## config.mk

```make
export PLATFORM = sky130hd
export DESIGN_NAME = fifo_wr_arbiter
export DESIGN_NICKNAME = d
export VERILOG_FILES = /design/src/rtl/fifo_arb_pkg.sv /design/src/rtl/fifo_wr_arbiter_rr_pick.sv /design/src/rtl/fifo_wr_arbiter.sv
export SDC_FILE = /design/constraint.sdc
export NUM_CORES = 1
export LEC_CHECK = 0
export ABC_AREA = 0
export BUFFER_PORTS_ARGS = -buffer_cell sky130_fd_sc_hd__buf_2
export CORE_MARGIN = 3
export CORE_UTILIZATION = 41
export DETAILED_ROUTE_END_ITERATION = 8
export GPL_TIMING_DRIVEN = 0
export HOLD_SLACK_MARGIN = 0.1
export PLACE_DENSITY = 0.84
export SYNTH_ARGS = -nofsm -noshare
export SYNTH_HDL_FRONTEND = slang
export SYNTH_HIERARCHICAL = 1
export SYNTH_SLANG_ARGS = --single-unit
export TNS_END_PERCENT = 50
```

## constraint.sdc

```tcl
create_clock -name clk -period 3.7 [get_ports clk]
set_input_delay 0.74 -clock clk [delete_from_list [all_inputs] [get_ports clk]]
set_output_delay 0.74 -clock clk [all_outputs]
set_load 0.02 [all_outputs]
```

## src/rtl/fifo_arb_pkg.sv

```systemverilog
// Shared types and width helpers for the FIFO write-port arbiter.
// Module-level widths come from the helpers so each instance sizes itself.
package fifo_arb_pkg;

   typedef enum logic {
      IDLE  = 1'b0,
      GRANT = 1'b1
   } arb_state_e;

   localparam int NREQ_DEF  = 4;
   localparam int BURST_DEF = 8;
   localparam int IDXW      = $clog2(NREQ_DEF);
   localparam int CNTW      = $clog2(BURST_DEF + 1);

   function automatic int idx_w(input int n);
      return (n < 2) ? 1 : $clog2(n);
   endfunction

   function automatic int cnt_w(input int b);
      return $clog2(b + 1);
   endfunction

endpackage

```

## src/rtl/fifo_wr_arbiter_rr_pick.sv

```systemverilog
// Round-robin pick: first asserted request searching upward from last+1.
// Purely combinational; wraps at NREQ-1 so non-power-of-two counts work.
module rr_pick
   import fifo_arb_pkg::*;
#(
   parameter int NREQ = 4,
   parameter int IW   = 2
) (
   input  logic [NREQ-1:0] req,
   input  logic [IW-1:0]   last,
   output logic [IW-1:0]   idx,
   output logic            found
);

   logic [IW-1:0] j;

   always_comb begin
      idx   = '0;
      found = 1'b0;
      j     = last;
      for (int k = 0; k < NREQ; k++) begin
         j = (j == IW'(NREQ - 1)) ? '0 : j + IW'(1);
         if (!found && req[j]) begin
            found = 1'b1;
            idx   = j;
         end
      end
   end

endmodule

```

## src/rtl/fifo_wr_arbiter.sv

```systemverilog
// Round-robin burst arbiter for the async FIFO write port (wclk domain).
// winc is gated combinationally by wfull so the FIFO is never overwritten.
module fifo_wr_arbiter
   import fifo_arb_pkg::*;
#(
   parameter int WIDTH = 32,
   parameter int NREQ  = 4,
   parameter int BURST = 8
) (
   input  logic                    clk,
   input  logic                    rst,
   input  logic [NREQ-1:0]         req,
   input  logic [NREQ*WIDTH-1:0]   data,
   output logic [NREQ-1:0]         ack,
   output logic                    winc,
   output logic [WIDTH-1:0]        wdata,
   input  logic                    wfull,
   output logic [$clog2(NREQ)-1:0] owner,
   output logic                    busy
);

   localparam int IW = idx_w(NREQ);
   localparam int CW = cnt_w(BURST);

   arb_state_e    state_q, state_d;
   logic [IW-1:0] owner_q, owner_d;
   logic [IW-1:0] last_q, last_d;
   logic [IW-1:0] pick_idx;
   logic [CW-1:0] bcnt_q, bcnt_d;
   logic          pick_found;
   logic          xfer;
   logic          done;

   logic [WIDTH-1:0] dv [NREQ];

   for (genvar i = 0; i < NREQ; i++) begin : g_slice
      assign dv[i] = data[i*WIDTH +: WIDTH];
   end

   rr_pick #(
      .NREQ (NREQ),
      .IW   (IW)
   ) u_pick (
      .req   (req),
      .last  (last_q),
      .idx   (pick_idx),
      .found (pick_found)
   );

   assign xfer = (state_q == GRANT) && req[owner_q] && !wfull;
   assign done = (bcnt_q + CW'(1)) == CW'(BURST);

   always_ff @(posedge clk) begin
      if (rst) begin
         state_q <= IDLE;
         owner_q <= '0;
         last_q  <= IW'(NREQ - 1);
         bcnt_q  <= '0;
      end else begin
         state_q <= state_d;
         owner_q <= owner_d;
         last_q  <= last_d;
         bcnt_q  <= bcnt_d;
      end
   end

   always_comb begin
      state_d = state_q;
      owner_d = owner_q;
      last_d  = last_q;
      bcnt_d  = bcnt_q;
      unique case (state_q)
         IDLE: begin
            if (pick_found) begin
               owner_d = pick_idx;
               bcnt_d  = '0;
               state_d = GRANT;
            end
         end
         GRANT: begin
            // a dropped request ends the grant; wfull alone only stalls it
            if (!req[owner_q]) begin
               state_d = IDLE;
               last_d  = owner_q;
            end else if (xfer) begin
               if (done) begin
                  state_d = IDLE;
                  last_d  = owner_q;
                  bcnt_d  = '0;
               end else begin
                  bcnt_d = bcnt_q + CW'(1);
               end
            end
         end
         default: state_d = IDLE;
      endcase
   end

   always_comb begin
      ack   = '0;
      winc  = 1'b0;
      wdata = '0;
      owner = '0;
      busy  = 1'b0;
      if (!rst) begin
         owner = owner_q;
         busy  = (state_q == GRANT);
         winc  = xfer;
         if (xfer) begin
            ack[owner_q] = 1'b1;
            wdata        = dv[owner_q];
         end
      end
   end

endmodule

```

==> impl_metrics.env <==
export IMPL_antenna_found_initial=1
export IMPL_via_count=2084
export IMPL_min_delay_path_class="reg2reg"
export IMPL_crit_path_cell_trace="buf_2 -> mux2_4 -> a22oi_4 -> or2_4 -> buf_12 -> nor2b_4 -> buf_2"
export IMPL_setup_total_negative_slack_ns=0
export IMPL_path_depth=7
export IMPL_number_of_enable_type_register_cells_in_the_synthesized_netlist=0
export IMPL_critical_path_peak_fanout=10
export IMPL_floorplan_core_area_mm2=0.00444
export IMPL_ctsHoldBuffers=0
export IMPL_critPathMostFrequentCell="buf_2"
export IMPL_grtUsageTotal_pct=24.9
export IMPL_route_antenna_remaining_nets=0
export IMPL_setup_slack_ns=0.833
export IMPL_site_row_count=24
export IMPL_cts_htree_levels=1
export IMPL_criticalPathCategory="in2out"
export IMPL_dpl_worst_slack_ns=0.817
export IMPL_port_buffers=174
export IMPL_yosys_warnings=6
export IMPL_final_core_utilization_pct=65.3
export IMPL_first_pass_iters=4
export IMPL_grt_first_pass_wirelength_um=10400
export IMPL_final_nets=471
export IMPL_numClockSinks=9
export IMPL_grt_start_max_net_pins=11
export IMPL_clock_path_buffers=2
export IMPL_clkTransAtPathRegs_ns=0.05
export IMPL_effective_utilization_at_floorplan_pct=43.2
export IMPL_hold_depth=2
export IMPL_clockRootBuffer="clkbuf_8"
export IMPL_worst_slew_pin_slew_ns=0.585
export IMPL_crit_arrival_ns=2.13
export IMPL_number_of_distinct_standard_cells_referenced_by_the_synthesized_netlist=39
export IMPL_wire_per_inst_um=18.4
export IMPL_route_detailed_vias_per_inst=5.41
export IMPL_portion_of_the_clock_cycle_consumed_by_the_worst_path_in_the_final_layout_pct=77.5
export IMPL_chipHeight_um=74.4
export IMPL_dominantRegCellSynth="dfxtp_1"
export IMPL_max_vdd_ir_drop_mv=0.155
export IMPL_drc=0
export IMPL_worst_r2r_cell_count=6
export IMPL_ioPinCount=175
export IMPL_power_density_cell_area_mw_per_mm2=219
export IMPL_worstSetupEndpointType="output port"
export IMPL_rsz0062_at_grt="no"
export IMPL_detailed_route_wire_length_um=7070
export IMPL_drt_first_iter_violations=47
export IMPL_asyncSetResetFlopFracSynth_pct=0
export IMPL_die_width_um=74.4
export IMPL_critPathTopFamily="buffers and inverters"
export IMPL_gpl_final_weighted_congestion=0.874
export IMPL_detailedPlacementHpwl_um=6200
export IMPL_finClkSkew_ns=0.00130
export IMPL_synth_area_mm2=0.00192
export IMPL_hold_path_end="bcnt_q[3]$_SDFFE_PP0P_"
export IMPL_timing_reg2reg_setup_slack_ns=2.14
export IMPL_slew_violations=0
export IMPL_floorplan_die_area_mm2=0.00554
export IMPL_total_leakage_power_uw=0.00146
export IMPL_cts_setup_buffers=0
export IMPL_fmaxAchievable_mhz=349
export IMPL_postSynthAreaPerCell_um2=12.4
export IMPL_layout_drive_gt1_share_pct=77.2
export IMPL_timing_rr_start="last_q[0]$_SDFFE_PP1P_"
export IMPL_cap_violations=0
export IMPL_ys_ff_latch=9
export IMPL_worstPathRequired_ns=2.96
export IMPL_slowest_stage="mux2_4"
export IMPL_synth_to_final_area_change_pct=51.1
export IMPL_finalWorstPathRequiredPeriod_ns=2.87
export IMPL_crit_path_largest_cell_delay_ns=0.30
export IMPL_max_slew_margin_rel_pct=61.0
export IMPL_synthesis_nets=292
export IMPL_critical_path_startpoint_type="input pin"
export IMPL_grt_pass1_vias=2140
export IMPL_cts_tree="yes"
export IMPL_timing_final_setup_violations=0
export IMPL_tritoncts_num_buffers=3
export IMPL_final_hold_fails=0
export IMPL_finalNonFillerCells=385
export IMPL_layout_cells_most_common_list="buf_2 (177), mux4_2 (32), nor2b_4 (29), nor2_1 (9), dfxtp_1 (9)"
export IMPL_overflow=0
export IMPL_syn_instance_count=155
export IMPL_place_detailed_instances=381
export IMPL_worst_skew_pair_late_latency_ns=0.24
export IMPL_final_antenna_diode_count=0
export IMPL_ctsResizeCount=0
export IMPL_result_of_the_run="finished clean"
export IMPL_final_common_cell="buf_2"
export IMPL_hold_path_startpoint="bcnt_q[3]$_SDFFE_PP0P_"
export IMPL_regToRegEndpoint="owner_q[1]$_SDFFE_PP0P_"
export IMPL_cp_buffers_inverters=3
export IMPL_synth_seq_area_share_pct=9.38
## Yosys cell counts, types with 3 or more instances
master	number	area, um^2
nand3_1	3	15.0
nor2b_4	29	399
mux2i_1	5	50.1
nor2_1	9	33.8
nand2b_1	7	43.8
nor3_1	4	20.0
buf_12	3	60.1
a21oi_1	8	40.0
nand2_1	5	18.8
buf_2	3	15.0
nor2b_1	5	31.3
mux4_2	32	721
clkbuf_1	5	18.8
dfxtp_1	9	180
## sequential cells by signal, indices dropped and copies added, names as in the netlist
signal and flops:
last_q 2, bcnt_q 4, owner_q 2, state_q 1
## worst reg2reg max path: stages, from the launching register on
cell and delay, ns:
dfxtp_1 0.36, ha_1 0.36, nand2_2 0.09, a2111oi_4 0.34
nor3_1 0.07, mux2i_1 0.14, nor2_1 0.06
## kinds of logic after synthesis
logic type                 after synthesis  share of synthesized area, %
buffers and inverters                   16                          6.45
and+or+nand+nor                         71                          33.4
DFF                                      9                          9.38
muxes                                   39                          41.5
AOI/OAI and AO/OA                       18                          8.01
adders and majority gates                2                          1.30
## worst max-delay path by stage
stage	from	to	slack, ns
floorplan	req[0]	winc	1.23
CTS	req[0]	wdata[27]	0.82
detailed placement	req[0]	wdata[27]	0.82
finish	req[0]	wdata[29]	0.83
global route	req[3]	wdata[27]	0.75
global placement	req[0]	wdata[27]	0.84
## metrics by stage
stage / instance area [um^2] / hold WS, ns / total power (uW)
5_1_grt: 2900 / 0.537 / 678
4_1_cts: 2900 / 0.511 / 643
3_3_place_gp: 2860 / 0.486 / 508
3_5_place_dp: 2860 / 0.505 / 520
6_report: 2900 / 0.512 / 636
2_1_floorplan: 1920 / 0.473 / 399
## metal layers
layer  GRT usage, %  wire length, um  vias to the layer above
met5              0               13                        -
met4           10.1              189                        2
met3           9.46              744                       22
met2           46.0             3830                       91
met1           24.8             2280                     1013
li1               -                -                      956
## where the power goes
group          switching, uW  internal, uW  leakage [uW]
clock network           43.9          75.5     0.0000228
logic                    161           241       0.00137
registers               9.62           105     0.0000737
total                    214           422       0.00146
## area by class of cell
type	instances	area, um^2
inverter	3	11.3
tap	52	65.1
sequential	9	180
timing repair buffer	174	871
clock buffer	4	45.0
buffer	13	113
multi-input combinational	130	1620
fill	373	1540
No activity file was read; power rests on OpenSTA's default activity.
